==> src/rtl/ifetch_prefetch_buffer.sv <==
// ifetch_prefetch_buffer
//   Instruction fetch front end for the lc3b pipeline. A small FSM issues one
//   I-cache read at a time and pushes {pc, instruction} pairs into a DEPTH-entry
//   prefetch FIFO. The IF/ID latch pops the head with flow_IFID. A redirect
//   flushes the FIFO and drops any in-flight response.
//
// Ports
//   clk, reset            clock, synchronous active-high reset
//   redirect, redirect_pc redirect the fetch stream to redirect_pc
//   mem_read, mem_address read request (held until mem_resp) and its address
//   mem_rdata, mem_resp   returned instruction and one-cycle completion strobe
//   flow_IFID             IF/ID accepts the head entry this cycle
//   inst_valid            FIFO non-empty
//   inst_out, inst_pc     head instruction and its address (zero when empty)
//   stall_fetch           no instruction available, pipeline injects a NOP
//
// Optional build macro FETCH_PERF_EN adds:
//   perf_stall_cycles[31:0]  cycles with stall_fetch=1, saturating
//   perf_discards[15:0]      responses dropped because of a redirect, saturating
module ifetch_prefetch_buffer #(
  parameter int               WIDTH    = 16,
  parameter int               DEPTH    = 4,
  parameter logic [WIDTH-1:0] RESET_PC = '0,
  parameter int               PC_STEP  = 2
) (
  input  logic             clk,
  input  logic             reset,
  input  logic             redirect,
  input  logic [WIDTH-1:0] redirect_pc,
  output logic             mem_read,
  output logic [WIDTH-1:0] mem_address,
  input  logic [WIDTH-1:0] mem_rdata,
  input  logic             mem_resp,
  input  logic             flow_IFID,
  output logic             inst_valid,
  output logic [WIDTH-1:0] inst_out,
  output logic [WIDTH-1:0] inst_pc,
  output logic             stall_fetch
`ifdef FETCH_PERF_EN
  ,
  output logic [31:0]      perf_stall_cycles,
  output logic [15:0]      perf_discards
`endif
);

  localparam int PTR_W = (DEPTH > 1) ? $clog2(DEPTH) : 1;
  localparam int CNT_W = $clog2(DEPTH + 1);

  typedef enum logic [1:0] {
    IDLE,
    REQ,
    DISCARD
  } state_e;

  state_e           state_q, state_d;
  logic [WIDTH-1:0] fetch_pc_q, fetch_pc_d;
  logic [WIDTH-1:0] req_addr_q, req_addr_d;
  logic [CNT_W-1:0] count_q, count_d;
  logic [PTR_W-1:0] rd_ptr_q, rd_ptr_d;
  logic [PTR_W-1:0] wr_ptr_q, wr_ptr_d;
  logic [WIDTH-1:0] pc_mem_q   [DEPTH];
  logic [WIDTH-1:0] inst_mem_q [DEPTH];

  logic             push;
  logic             flush;
  logic             pop_req;
  logic             pop_ok;
  logic [CNT_W-1:0] cnt_after_pop;
  logic [WIDTH-1:0] next_addr;

  assign pop_req       = flow_IFID && (count_q != '0);
  // A redirect discards the head along with everything else, so the pop is void.
  assign pop_ok        = pop_req && !redirect;
  assign cnt_after_pop = count_q - CNT_W'(pop_req);
  assign next_addr     = req_addr_q + WIDTH'(PC_STEP);

  always_comb begin
    state_d    = state_q;
    fetch_pc_d = fetch_pc_q;
    req_addr_d = req_addr_q;
    push       = 1'b0;
    flush      = 1'b0;
    case (state_q)
      IDLE: begin
        if (redirect) begin
          flush      = 1'b1;
          fetch_pc_d = redirect_pc;
        end else if (cnt_after_pop < CNT_W'(DEPTH)) begin
          state_d    = REQ;
          req_addr_d = fetch_pc_q;
        end
      end
      REQ: begin
        if (redirect) begin
          flush      = 1'b1;
          fetch_pc_d = redirect_pc;
          // The read cannot be cancelled; wait out its response unless it is here now.
          state_d    = mem_resp ? IDLE : DISCARD;
        end else if (mem_resp) begin
          push       = 1'b1;
          fetch_pc_d = next_addr;
          // Room left after this push: keep the port busy with the next address.
          if (cnt_after_pop < CNT_W'(DEPTH - 1)) begin
            req_addr_d = next_addr;
          end else begin
            state_d    = IDLE;
          end
        end
      end
      DISCARD: begin
        if (redirect) begin
          fetch_pc_d = redirect_pc;
        end
        if (mem_resp) begin
          state_d = IDLE;
        end
      end
      default: state_d = IDLE;
    endcase
  end

  always_comb begin
    count_d  = count_q + CNT_W'(push) - CNT_W'(pop_ok);
    rd_ptr_d = rd_ptr_q + PTR_W'(pop_ok);
    wr_ptr_d = wr_ptr_q + PTR_W'(push);
    if (flush) begin
      count_d  = '0;
      rd_ptr_d = '0;
      wr_ptr_d = '0;
    end
  end

  always_ff @(posedge clk) begin
    if (reset) begin
      state_q    <= IDLE;
      fetch_pc_q <= RESET_PC;
      req_addr_q <= RESET_PC;
      count_q    <= '0;
      rd_ptr_q   <= '0;
      wr_ptr_q   <= '0;
    end else begin
      state_q    <= state_d;
      fetch_pc_q <= fetch_pc_d;
      req_addr_q <= req_addr_d;
      count_q    <= count_d;
      rd_ptr_q   <= rd_ptr_d;
      wr_ptr_q   <= wr_ptr_d;
    end
  end

  // FIFO storage holds data only; occupancy is tracked by count_q.
  always_ff @(posedge clk) begin
    if (push) begin
      pc_mem_q[wr_ptr_q]   <= req_addr_q;
      inst_mem_q[wr_ptr_q] <= mem_rdata;
    end
  end

  assign mem_read    = (state_q != IDLE);
  assign mem_address = req_addr_q;
  assign inst_valid  = (count_q != '0);
  assign inst_out    = inst_valid ? inst_mem_q[rd_ptr_q] : '0;
  assign inst_pc     = inst_valid ? pc_mem_q[rd_ptr_q]   : '0;
  assign stall_fetch = !inst_valid;

`ifdef FETCH_PERF_EN
  logic [31:0] stall_cnt_q;
  logic [15:0] disc_cnt_q;
  logic        drop;

  assign drop = mem_resp && (((state_q == REQ) && redirect) || (state_q == DISCARD));

  always_ff @(posedge clk) begin
    if (reset) begin
      stall_cnt_q <= '0;
      disc_cnt_q  <= '0;
    end else begin
      if (stall_fetch && (stall_cnt_q != '1)) begin
        stall_cnt_q <= stall_cnt_q + 32'd1;
      end
      if (drop && (disc_cnt_q != '1)) begin
        disc_cnt_q <= disc_cnt_q + 16'd1;
      end
    end
  end

  assign perf_stall_cycles = stall_cnt_q;
  assign perf_discards     = disc_cnt_q;
`endif

endmodule

==> config.mk <==
export PLATFORM = sky130hd
export DESIGN_NAME = ifetch_prefetch_buffer
export DESIGN_NICKNAME = d
export VERILOG_FILES = /design/src/rtl/ifetch_prefetch_buffer.sv
export SDC_FILE = /design/constraint.sdc
export NUM_CORES = 1
export LEC_CHECK = 0
export ABC_AREA = 0
export CAP_MARGIN = 30
export CORE_AREA = 2 2 117 119
export CTS_CLUSTER_SIZE = 20
export DETAILED_ROUTE_END_ITERATION = 8
export DIE_AREA = 0 0 119 121
export GPL_ROUTABILITY_DRIVEN = 0
export PLACE_DENSITY_LB_ADDON = 0.3
export SKIP_LAST_GASP = 1
export SYNTH_ARGS = -nofsm -noshare
export SYNTH_HDL_FRONTEND = slang
export SYNTH_SLANG_ARGS = --single-unit
==> constraint.sdc <==
create_clock -name clk -period 4.4 [get_ports clk]
set_input_delay 0.88 -clock clk [delete_from_list [all_inputs] [get_ports clk]]
set_output_delay 0.88 -clock clk [all_outputs]
set_load 0.01 [all_outputs]
==> metrics.md <==
| Metric | Value |
|---|---|
| Outcome | finished clean |
| Worst-Margin Slew | 0.889 ns |
| IO Count | 88 |
| Via count | 4512 |
| Top_reg_cell synth | edfxtp_1 |
| Max-Cap Viols | 0 |
| PortBufs | 87 |
| Routed Antenna Nets | 0 |
| Number of CTS-inserted buffers | 17 |
| Row Count | 42 |
| Peak Freq | 286 MHz |
| Clock Power Share | 43.7% |
| Flops & latches, synth | 169 |
| Area leader, netlist | edfxtp_1 |
| Clk pin slew, worst setup/hold paths | 0.06 ns |
| Hpwl dp | 9070 µm |
| Post-Syn Area per Cell | 14.3 µm² |
| First-pass GRT wire length | 24000 µm |
| Max-slew violations | 0 |
| 1st-iter DRT viols | 391 |
| Combinational power share | 5.9% |
| Largest net degree at the start of global routing | 35 |
| Antenna violations before repair | 0 |
| Min-delay worst type | reg -> reg |
| Final nets | 633 |
| EDFF count, synth | 128 |
| Clk root buf | clkbuf_16 |
| Hold Path Depth | 2 |
| Remaining Overflow, GRT | 0 |
| Deepest clock path buffer count | 2 |
| Switching share of total power | 20.6% |
| Sequential element share of the synthesized area | 64.6% |
| CP Launch Type | flop |
| Number of global-route vias before repair | 4600 |
| H-tree depth | 4 |
| Synth cell types | 51 |
| Switching Power | 0.728 mW |
| Fin. Hold Viols | 0 |
| CP startpoint | rd_ptr_q[0] |
| Sequential power share | 50.3% |
| Synth area leaders | edfxtp_1 (53%), dfxtp_1 (11%), mux4_2 (10%), nor2b_1 (3.4%), a21oi_1 (1.7%) |
| Clock skew | 0.00688 ns |
| Worst R2R Path Depth | 8 |
| Async S/R FF share, synth | 0% |
| CP Capture Point | inst_pc[10] |
| Critical Path Sink Type | output port |
| Syn Std Cell Area | 0.00722 mm² |
| WS Path Type | reg -> out |
| DRT Wirelength | 14600 µm |
| RSZ-0062 raised after global routing | false |
| Crit path DAT | 2.61 ns |
| Cells after Synth | 504 |
| Flop-to-flop setup slack | 1.79 ns |
| # resized after CTS | 0 |
| Clock latency on the worst-skew pair | 0.42 ns |
| Commonest cells in the synthesized netlist | edfxtp_1 (128), dfxtp_1 (41), nor2b_1 (39) |
| Worst vdd ir | 0.000217 V |
| Top-count cell post-synth | edfxtp_1 |
| Post-CTS Setup Inserts | 0 |
| Max_slew headroom | 40.8% |
| Leakage power total | 2.87 nW |
| Critical Path RT | 3.52 ns |
| Final worst slack | 0.905 ns |
| Int Pwr | 2.80 mW |
| Post-layout util | 68.1% |
| Total power | 3.53 mW |
| Initial core utilization | 55.2% |
| Tot GR Track Use | 22.0% |
| Setup violators final | 0 |
| CTS Hold Bufs | 0 |
| Remaining DRCs | 0 |
| Die Ht | 121 µm |
| Die area | 0.0144 mm² |
| Vias per cell | 5.81 |
| CTS tree | done |
| Layout cell share with drive strength beyond 1 | 14.5% |
| Post-Syn Nets | 549 |
| Minimum clock period | 3.49 ns |
| Chip Width | 119 µm |
| Top-area cell type share of the netlist area | 53.2% |
| Number of antenna diodes | 0 |
| Pre-CTS setup slack | 0.989 ns |
| Setup TNS | 0 ns |
| Synth Warn # | 0 |
| Clk sinks | 169 |
| R2r startpoint | count_q[1] |
| Final period util | 79.4% |
| Initial DRT Pass Iterations | 4 |
| Crit-path max FO | 17 |
| DR WL/cell | 18.7 µm |
| Power per cell area | 396 mW/mm² |
| Core Region | 0.0131 mm² |
| Area grow syn2layout | 23.4% |
| Critical R2R Capture | mem_address[10] |
[layer usage]
metal	global-route usage (%)	vias up	share of wire [%]
li1	-	2106	-
met1	29.1	2226	43
met2	36.1	162	49
met3	5.55	18	6.1
met4	7.07	0	1.4
met5	0	-	0
[state kept, by name, indices dropped and copies added (netlist names)]
signal / flops
mem_address: 16
inst_mem_q: 64
rd_ptr_q: 2
count_q: 3
pc_mem_q: 64
fetch_pc_q: 16
state_q: 2
wr_ptr_q: 2
[layout make-up]
class	count	area [µm²]
Tap cell	176	220
Inverter	12	45.0
Clock buffer	22	484
Timing Repair Buffer	97	946
Multi-Input combinational cell	291	2400
Clock inverter	10	143
Sequential cell	169	4670
Fill cell	906	4180
[cell families after synthesis]
logic type	Yosys count	share of synthesized area [%]
xor+xnor	13	1.58
flops	169	64.6
mux	35	10.4
compound gates	88	8.44
simple gates	147	11.0
buf+inv	44	2.49
fa+ha+maj	8	1.49
[power groups by stage]
| stage | logic (mW) | clock network [mW] | registers (mW) |
|---|---|---|---|
| 2_1_floorplan | 0.115 | 0 | 1.80 |
| 3_3_place_gp | 0.203 | 0 | 1.81 |
| 3_5_place_dp | 0.208 | 0 | 1.81 |
| 4_1_cts | 0.210 | 1.57 | 1.77 |
| 5_1_grt | 0.230 | 1.63 | 1.78 |
| 6_report | 0.209 | 1.54 | 1.78 |
[worst min path at each step]
stage                             start             to
after floorplan           fetch_pc_q[4]  fetch_pc_q[4]
after global placement    fetch_pc_q[6]  fetch_pc_q[6]
after detailed placement  fetch_pc_q[6]  fetch_pc_q[6]
after CTS                 fetch_pc_q[6]  fetch_pc_q[6]
after global routing      fetch_pc_q[6]  fetch_pc_q[6]
final                     fetch_pc_q[6]  fetch_pc_q[6]
[critical path, stage by stage, from the launching register on]
cell and delay (ns):
dfxtp_2 0.68, buf_4 0.32, mux4_2 0.55, nor2b_1 0.15, clkdlybuf4s50_1 0.48
[cells in the final DEF, fill, tap and decap left out, types with 16 or more instances in the layout]
cell / instances
nand2_1: 29
clkdlybuf4s50_1: 87
a21oi_1: 24
nor2_1: 25
clkbuf_16: 17
dfxtp_1: 39
mux4_2: 32
edfxtp_1: 128
o21ai_0: 16
nor2b_1: 39
[metrics by stage]
| step | area [µm²] | hold slack (ns) | cells |
|---|---|---|---|
| after floorplan | 7220 | 0.427 | 504 |
| after global placement | 8280 | 0.436 | 745 |
| after detailed placement | 8280 | 0.444 | 745 |
| after CTS | 8910 | 0.453 | 777 |
| after global routing | 8910 | 0.484 | 777 |
| final | 8910 | 0.452 | 777 |
(Power assumes the default switching activity.)
